<file path="src/rtl/alu_issue_ctrl.sv">
// Issue controller sitting in front of a combinational ALU: decodes the op, registers the
// operands and control, waits EXEC_CYCLES for the ALU to settle, then captures the result.
module alu_issue_ctrl #(
  parameter int EXEC_CYCLES = 1
) (
  input  logic        clk,
  input  logic        rst,
  input  logic        start,
  input  logic [1:0]  ALUOp,
  input  logic [5:0]  Funct,
  input  logic [31:0] RsData,
  input  logic [31:0] RtData,
  input  logic [31:0] Imm,
  input  logic        ALUSrc,
  input  logic        Branch,
  output logic [31:0] OP1,
  output logic [31:0] OP2,
  output logic [3:0]  ALU_Control,
  input  logic [31:0] Salida,
  input  logic        ZF,
  output logic [31:0] Result,
  output logic        Zero,
  output logic        BranchTaken,
  output logic        IllegalOp,
  output logic        busy,
  output logic        done
);

  localparam logic [1:0] S_IDLE = 2'd0;
  localparam logic [1:0] S_EXEC = 2'd1;
  localparam logic [1:0] S_DONE = 2'd2;

  localparam logic [3:0] CNT_INIT = 4'(EXEC_CYCLES - 1);

  logic [1:0]  state_q, state_d;
  logic [3:0]  cnt_q, cnt_d;
  logic [31:0] op1_q, op1_d, op2_q, op2_d;
  logic [3:0]  ctl_q, ctl_d;
  logic        branch_q, branch_d;
  logic [1:0]  aluop_q, aluop_d;
  logic [31:0] result_q, result_d;
  logic        zero_q, zero_d;
  logic        bt_q, bt_d;
  logic        ill_q, ill_d;

  logic [3:0]  dec_ctl;
  logic        dec_ok;

  always_comb begin
    dec_ctl = 4'b0000;
    dec_ok  = 1'b1;
    case (ALUOp)
      2'b00: dec_ctl = 4'b0010;
      2'b01: dec_ctl = 4'b0110;
      2'b10: begin
        case (Funct)
          6'b100000: dec_ctl = 4'b0010;
          6'b100010: dec_ctl = 4'b0110;
          6'b100100: dec_ctl = 4'b0000;
          6'b100101: dec_ctl = 4'b0001;
          6'b101010: dec_ctl = 4'b0111;
          default:   dec_ok  = 1'b0;
        endcase
      end
      default: dec_ok = 1'b0;
    endcase
  end

  always_comb begin
    state_d  = state_q;
    cnt_d    = cnt_q;
    op1_d    = op1_q;
    op2_d    = op2_q;
    ctl_d    = ctl_q;
    branch_d = branch_q;
    aluop_d  = aluop_q;
    result_d = result_q;
    zero_d   = zero_q;
    bt_d     = bt_q;
    ill_d    = ill_q;
    case (state_q)
      S_IDLE: begin
        if (start) begin
          if (dec_ok) begin
            op1_d    = RsData;
            op2_d    = ALUSrc ? Imm : RtData;
            ctl_d    = dec_ctl;
            branch_d = Branch;
            aluop_d  = ALUOp;
            cnt_d    = CNT_INIT;
            state_d  = S_EXEC;
          end else begin
            // Undecodable request: skip EXEC, previous results stay visible.
            ill_d   = 1'b1;
            state_d = S_DONE;
          end
        end
      end
      S_EXEC: begin
        if (cnt_q != 4'd0) begin
          cnt_d = cnt_q - 4'd1;
        end else begin
          result_d = Salida;
          zero_d   = ZF;
          bt_d     = branch_q & ZF & (aluop_q == 2'b01);
          ill_d    = 1'b0;
          state_d  = S_DONE;
        end
      end
      S_DONE:  state_d = S_IDLE;
      default: state_d = S_IDLE;
    endcase
  end

  always_ff @(posedge clk) begin
    if (rst) begin
      state_q  <= S_IDLE;
      cnt_q    <= 4'd0;
      op1_q    <= 32'd0;
      op2_q    <= 32'd0;
      ctl_q    <= 4'd0;
      branch_q <= 1'b0;
      aluop_q  <= 2'b00;
      result_q <= 32'd0;
      zero_q   <= 1'b0;
      bt_q     <= 1'b0;
      ill_q    <= 1'b0;
    end else begin
      state_q  <= state_d;
      cnt_q    <= cnt_d;
      op1_q    <= op1_d;
      op2_q    <= op2_d;
      ctl_q    <= ctl_d;
      branch_q <= branch_d;
      aluop_q  <= aluop_d;
      result_q <= result_d;
      zero_q   <= zero_d;
      bt_q     <= bt_d;
      ill_q    <= ill_d;
    end
  end

  assign OP1         = op1_q;
  assign OP2         = op2_q;
  assign ALU_Control = ctl_q;
  assign Result      = result_q;
  assign Zero        = zero_q;
  assign BranchTaken = bt_q;
  assign IllegalOp   = ill_q;
  assign busy        = (state_q != S_IDLE);
  assign done        = (state_q == S_DONE);

endmodule

</file>
<file path="config.mk">
export PLATFORM = sky130hd
export DESIGN_NAME = alu_issue_ctrl
export DESIGN_NICKNAME = d
export VERILOG_FILES = /design/src/rtl/alu_issue_ctrl.sv
export SDC_FILE = /design/constraint.sdc
export NUM_CORES = 1
export LEC_CHECK = 0
export ABC_AREA = 1
export CAP_MARGIN = 15
export CORE_AREA = 2 2 117 119
export DETAILED_ROUTE_END_ITERATION = 10
export DIE_AREA = 0 0 119 121
export GPL_ROUTABILITY_DRIVEN = 0
export PLACE_DENSITY_LB_ADDON = 0.1
export SLEW_MARGIN = 20
export SYNTH_ARGS = -nofsm -noshare
export SYNTH_HDL_FRONTEND = slang
export SYNTH_SLANG_ARGS = --single-unit
</file>
<file path="constraint.sdc">
create_clock -name clk -period 1.41 [get_ports clk]
set_input_delay 0.282 -clock clk [delete_from_list [all_inputs] [get_ports clk]]
set_output_delay 0.282 -clock clk [all_outputs]
set_load 0.05 [all_outputs]
</file>
# Word-level counts from Yosys, hierarchy flattened
# Cells that the tools add are included.
totals:
  inputBits: 142
  output_inout_bits: 105
  register_bits: 112
  elab_cells: 59
op_classes:
  mux: 17
  bitwise: 3
  n_addsub: 1
  n_reduce_logical: 12
  eq_ne: 15
ops:
  columns: ["op", "n"]
  rows:
  - ["32-bit two-way mux", 1]
  - ["6-bit == test, second input constant", 5]
  - ["4-bit two-way mux", 3]
  - ["3-bit case mux with 4 select lines", 1]
  - ["2-bit != test, second input constant", 5]
  - ["3-bit case mux with 3 select lines", 1]
  - ["4-bit case mux with 2 select lines", 1]
  - ["4-bit AND reduction", 2]
  - ["2-bit by 1-bit == test with 1-bit output, second input constant", 3]
  - ["2-bit two-way mux", 3]
  - ["5-bit OR reduction", 1]
  - ["2-bit == test, second input constant", 2]
  - ["2-bit zero test", 2]
  - ["1-bit two-way mux", 4]
  - ["1-bit case mux with 2 select lines", 2]
  - ["2-bit case mux with 2 select lines", 1]
  - ["2-bit AND reduction", 2]
  - ["2-bit nonzero test", 2]
  - ["4-bit nonzero test", 1]
  - ["4-bit by 1-bit subtractor with 4-bit output, second input constant", 1]
  - ["3-bit AND reduction", 1]
  - ["1-bit bitwise AND", 2]
  - ["2-bit OR reduction", 1]
  - ["1-bit NOT", 1]

# Logic depth before layout (Yosys ltp)
logic_depth:
  ltp_word: 7
  mapped_depth: 10
  depth_no_buf: 10

# Worst setup path after synthesis
# No wires, ideal clock.
synth_timing:
  path_type: "reg-to-reg"
  startpoint: "register cnt_q[0]"
  endpoint: "register result_q[10] (netlist: Result[10])"
  setup_time_ns: 0.116
  path_stages_with_launch: 9
  slack_ns: 0.024
  arrival_ns: 1.270
  required_time_ns: 1.294
  n_path_buf: 1
  synth_period_minus_slack_ns: 1.386
  cell_sequence: "dfxtp_1 > inv_1 > ha_1 > nand2_1 > nor2_2 > inv_2 > clkbuf_1 > nor2_1 > nor2_1"
synth_between:
  elab_chain_len: 3
synth_rtl:
  columns: ["element", "line", "text"]
  rows:
  - ["start: declaration", "36", "logic [3:0] cnt_q, cnt_d;"]
  - ["start signal: assignment", "130", "cnt_q <= cnt_d;"]
  - ["4-bit nonzero test", "100", "if (cnt_q != 4'd0) begin"]
  - ["1-bit NOT (no source line)", null, null]
  - ["2-bit AND reduction (no source line)", null, null]
  - ["end signal: assignment", "136", "result_q <= result_d;"]
  - ["end: declaration", "41", "logic [31:0] result_q, result_d;"]
# No other way between the ends.
# A chain may end at the register's enable or synchronous reset.

# Worst setup path after layout
layout_timing:
  startpoint: "register state_q[0]"
  endpoint: "output busy"
layout_between:
  elab_chain_len: 1
layout_rtl:
  columns: ["element", "line", "text"]
  rows:
  - ["start: declaration", "35", "logic [1:0] state_q, state_d;"]
  - ["start signal: assignment", "129", "state_q <= state_d;"]
  - ["2-bit nonzero test", "150", "assign busy = (state_q != S_IDLE);"]
  - ["end: declaration", "25", "output logic busy,"]
# No other way between the ends.

==> out/results.txt <==
Post-Synthesis Cells -> 641
Hold path depth -> 3
Die area -> 0.0144 mm2
Area Overhead vs Synth -> 100%
Core area -> 0.0131 mm2
Post-DRT Antenna Nets -> 0
Vias in the first global route -> 5208
Fmax -> 723 MHz
Initial antenna violation count -> 0
Total power -> 8.95 mW
Largest net degree at the start of global routing -> 75
DR iter-0 viols -> 263
WL/cell -> 15.6 um
Clock buffers created by TritonCTS -> 9
WS Path Type -> flop to output pin
Crit path DAT -> 1.10 ns
Most frequent cells in the layout -> nand2_1 (176), clkdlybuf4s50_1 (132), buf_12 (122), dfxtp_1 (109), nand3_1 (75)
Worst reg2reg setup slack -> 0.08 ns
Cts hold-fix bufs -> 0
Final min period -> 1.38 ns
Tcrit/Tclk final -> 98.1%
Input/output buffers -> 245
Later-pin clock latency in the skew report -> 0.35 ns
I/O pin total -> 247
CTS tree -> yes
Setup violators final -> 0
Die Y -> 121 um
Synth Net Count -> 784
Area of the multi-input gates -> 0.00219 mm2
Status -> finished, final reports clean
Worst clock skew -> 0.00540 ns
Final max-slew violation count -> 0
CP Capture Type -> output pin
Final Hold Viols -> 0
Root Buffer -> clkbuf_16
Layout cells sized above 1 -> 24.4%
Register area share after synthesis -> 47.9%
CP Max Fanout -> 4
Worst-path clk slew -> 0.07 ns
Flops & latches, synth -> 111
Syn Area/Cell -> 7.24 um2
Crit path launch type -> flop
Worst R2R Path Depth -> 8
Leading cell type in the layout, fill and taps excluded -> nand2_1
Final setup TNS -> 0 ns
First-pass GRT wire length -> 26200 um
Worst hold path type -> input pin to flop
DRT Wirelength -> 16900 um
Via density -> 4.91
Row cnt -> 42
Storage element area -> 0.00223 mm2
Grt total ovfl -> 0
Layout Cells excl Fill -> 1087
H-tree depth -> 3
CTS max path bufs -> 2
Power per cell area -> 965 mW/mm2
RSZ-0062 raised after global routing -> true
DRC -> 0
CTS sink count -> 111
Max-Cap Viols -> 0
Placed cell count -> 1048
Drt pass-1 iters -> 7
Leak -> 3.80 nW
Via Count -> 5342
Library cells used by synthesis -> 25
Antenna diode count -> 0
Total global-route track usage -> 22.9%
Fillers -> 948
Post-Syn Area -> 0.00464 mm2
Starting Density -> 35.5%
CP required -> 1.13 ns
Maximum vdd ir drop -> 591 uV
Post-DP HPWL -> 11600 um
Net count reported at finish -> 1050
Die Width -> 119 um
Yosys warns -> 0
[path summary, 6_finish.rpt]
path | from | endpoint
max | state_q[0] | busy
min | ALUOp[0] | aluop_q[0]
max reg2reg | cnt_q[0] | Result[19]
min reg2reg | aluop_q[0] | aluop_q[0]
[state kept, by name, summed over array words and instances (netlist names), 2 cells and up]
register and count:
state_q 2, cnt_q 4, aluop_q 2, ALU_Control 3, Result 32, OP2 32
OP1 32
[power by group]
part | leakage, nW | internal, mW | switching [mW]
Clock | 0.129 | 1.19 | 1.13
Sequential | 0.906 | 3.34 | 0.211
Combinational | 2.77 | 1.58 | 1.50
[synth_stat cells]
cell type,n,area (um2)
inv_2,2,7.51
nand2_8,1,20.0
nor2_2,2,12.5
buf_4,1,7.51
nor2_1,79,297
o21ai_0,34,170
nand2_1,184,691
buf_1,1,3.75
inv_1,13,48.8
buf_6,14,158
dfxtp_1,111,2220
clkinv_2,1,5.00
a211oi_1,1,7.51
a21oi_1,75,375
xnor2_1,1,8.76
clkinv_1,1,3.75
conb_1,1,3.75
nand3_1,80,400
nor2_4,1,11.3
clkbuf_1,21,78.8
a21o_1,1,7.51
ha_1,1,12.5
nand4_1,5,31.3
nand2_4,1,11.3
buf_2,9,45.0
[critical path: stages, from the launching register on]
cell and delay [ns]:
dfxtp_4 0.37, nor2_4 0.10, buf_6 0.12, inv_4 0.03, buf_12 0.13
[metal layers]
| metal | wire length (um) | global-route usage (%) | up-vias |
|---|---|---|---|
| li1 | - | - | 2620 |
| met1 | 6610 | 26.0 | 2505 |
| met2 | 8720 | 40.6 | 197 |
| met3 | 1250 | 6.77 | 20 |
| met4 | 376 | 8.78 | 0 |
| met5 | 0 | 0 | - |
[cell families (layout without fill, tap and decap cells)]
family,after synthesis,count (layout),share of synthesized area (%)
and+or+nand+nor,353,353,31.8
AOI/OAI and AO/OA,111,111,12.1
DFF,111,111,47.9
buffers and inverters,63,333,7.71
adders and majority gates,1,1,0.270
other,1,1,0.0808
xor gates and xnor gates,1,1,0.189
[per-stage QoR]
stage          util [%]  instance area (um2)  hold WS, ns  setup WS [ns]
4_1_cts            69.7                 9130        0.348         0.0193
6_report           70.9                 9280        0.359         0.0265
3_3_place_gp       64.6                 8460        0.450         -0.457
2_1_floorplan         -                 4640        0.417         0.0241
5_1_grt            70.9                 9280        0.375        -0.0192
3_5_place_dp       64.6                 8460        0.454         -0.513
[repair_timing]
| action | in CTS | in global routing |
|---|---|---|
| gates cloned | 6 | 2 |
| setup endpoints to repair | 76 | 110 |
| gates resized for setup | 44 | 29 |
| pin swaps | 13 | 9 |
| buffers inserted | 16 | 1 |
| endpoints found under the hold margin | 0 | 0 |
[cell type report]
| type | instances | area share, % |
|---|---|---|
| Sequential cell | 111 | 24.0 |
| Clock buffer | 11 | 2.51 |
| Multi-Input combinational cell | 467 | 23.6 |
| Timing Repair Buffer | 301 | 46.5 |
| Tap cell | 176 | 2.37 |
| Inverter | 17 | 0.769 |
| Clock inverter | 4 | 0.256 |
Note: power is estimated with default switching activity, not from simulation.
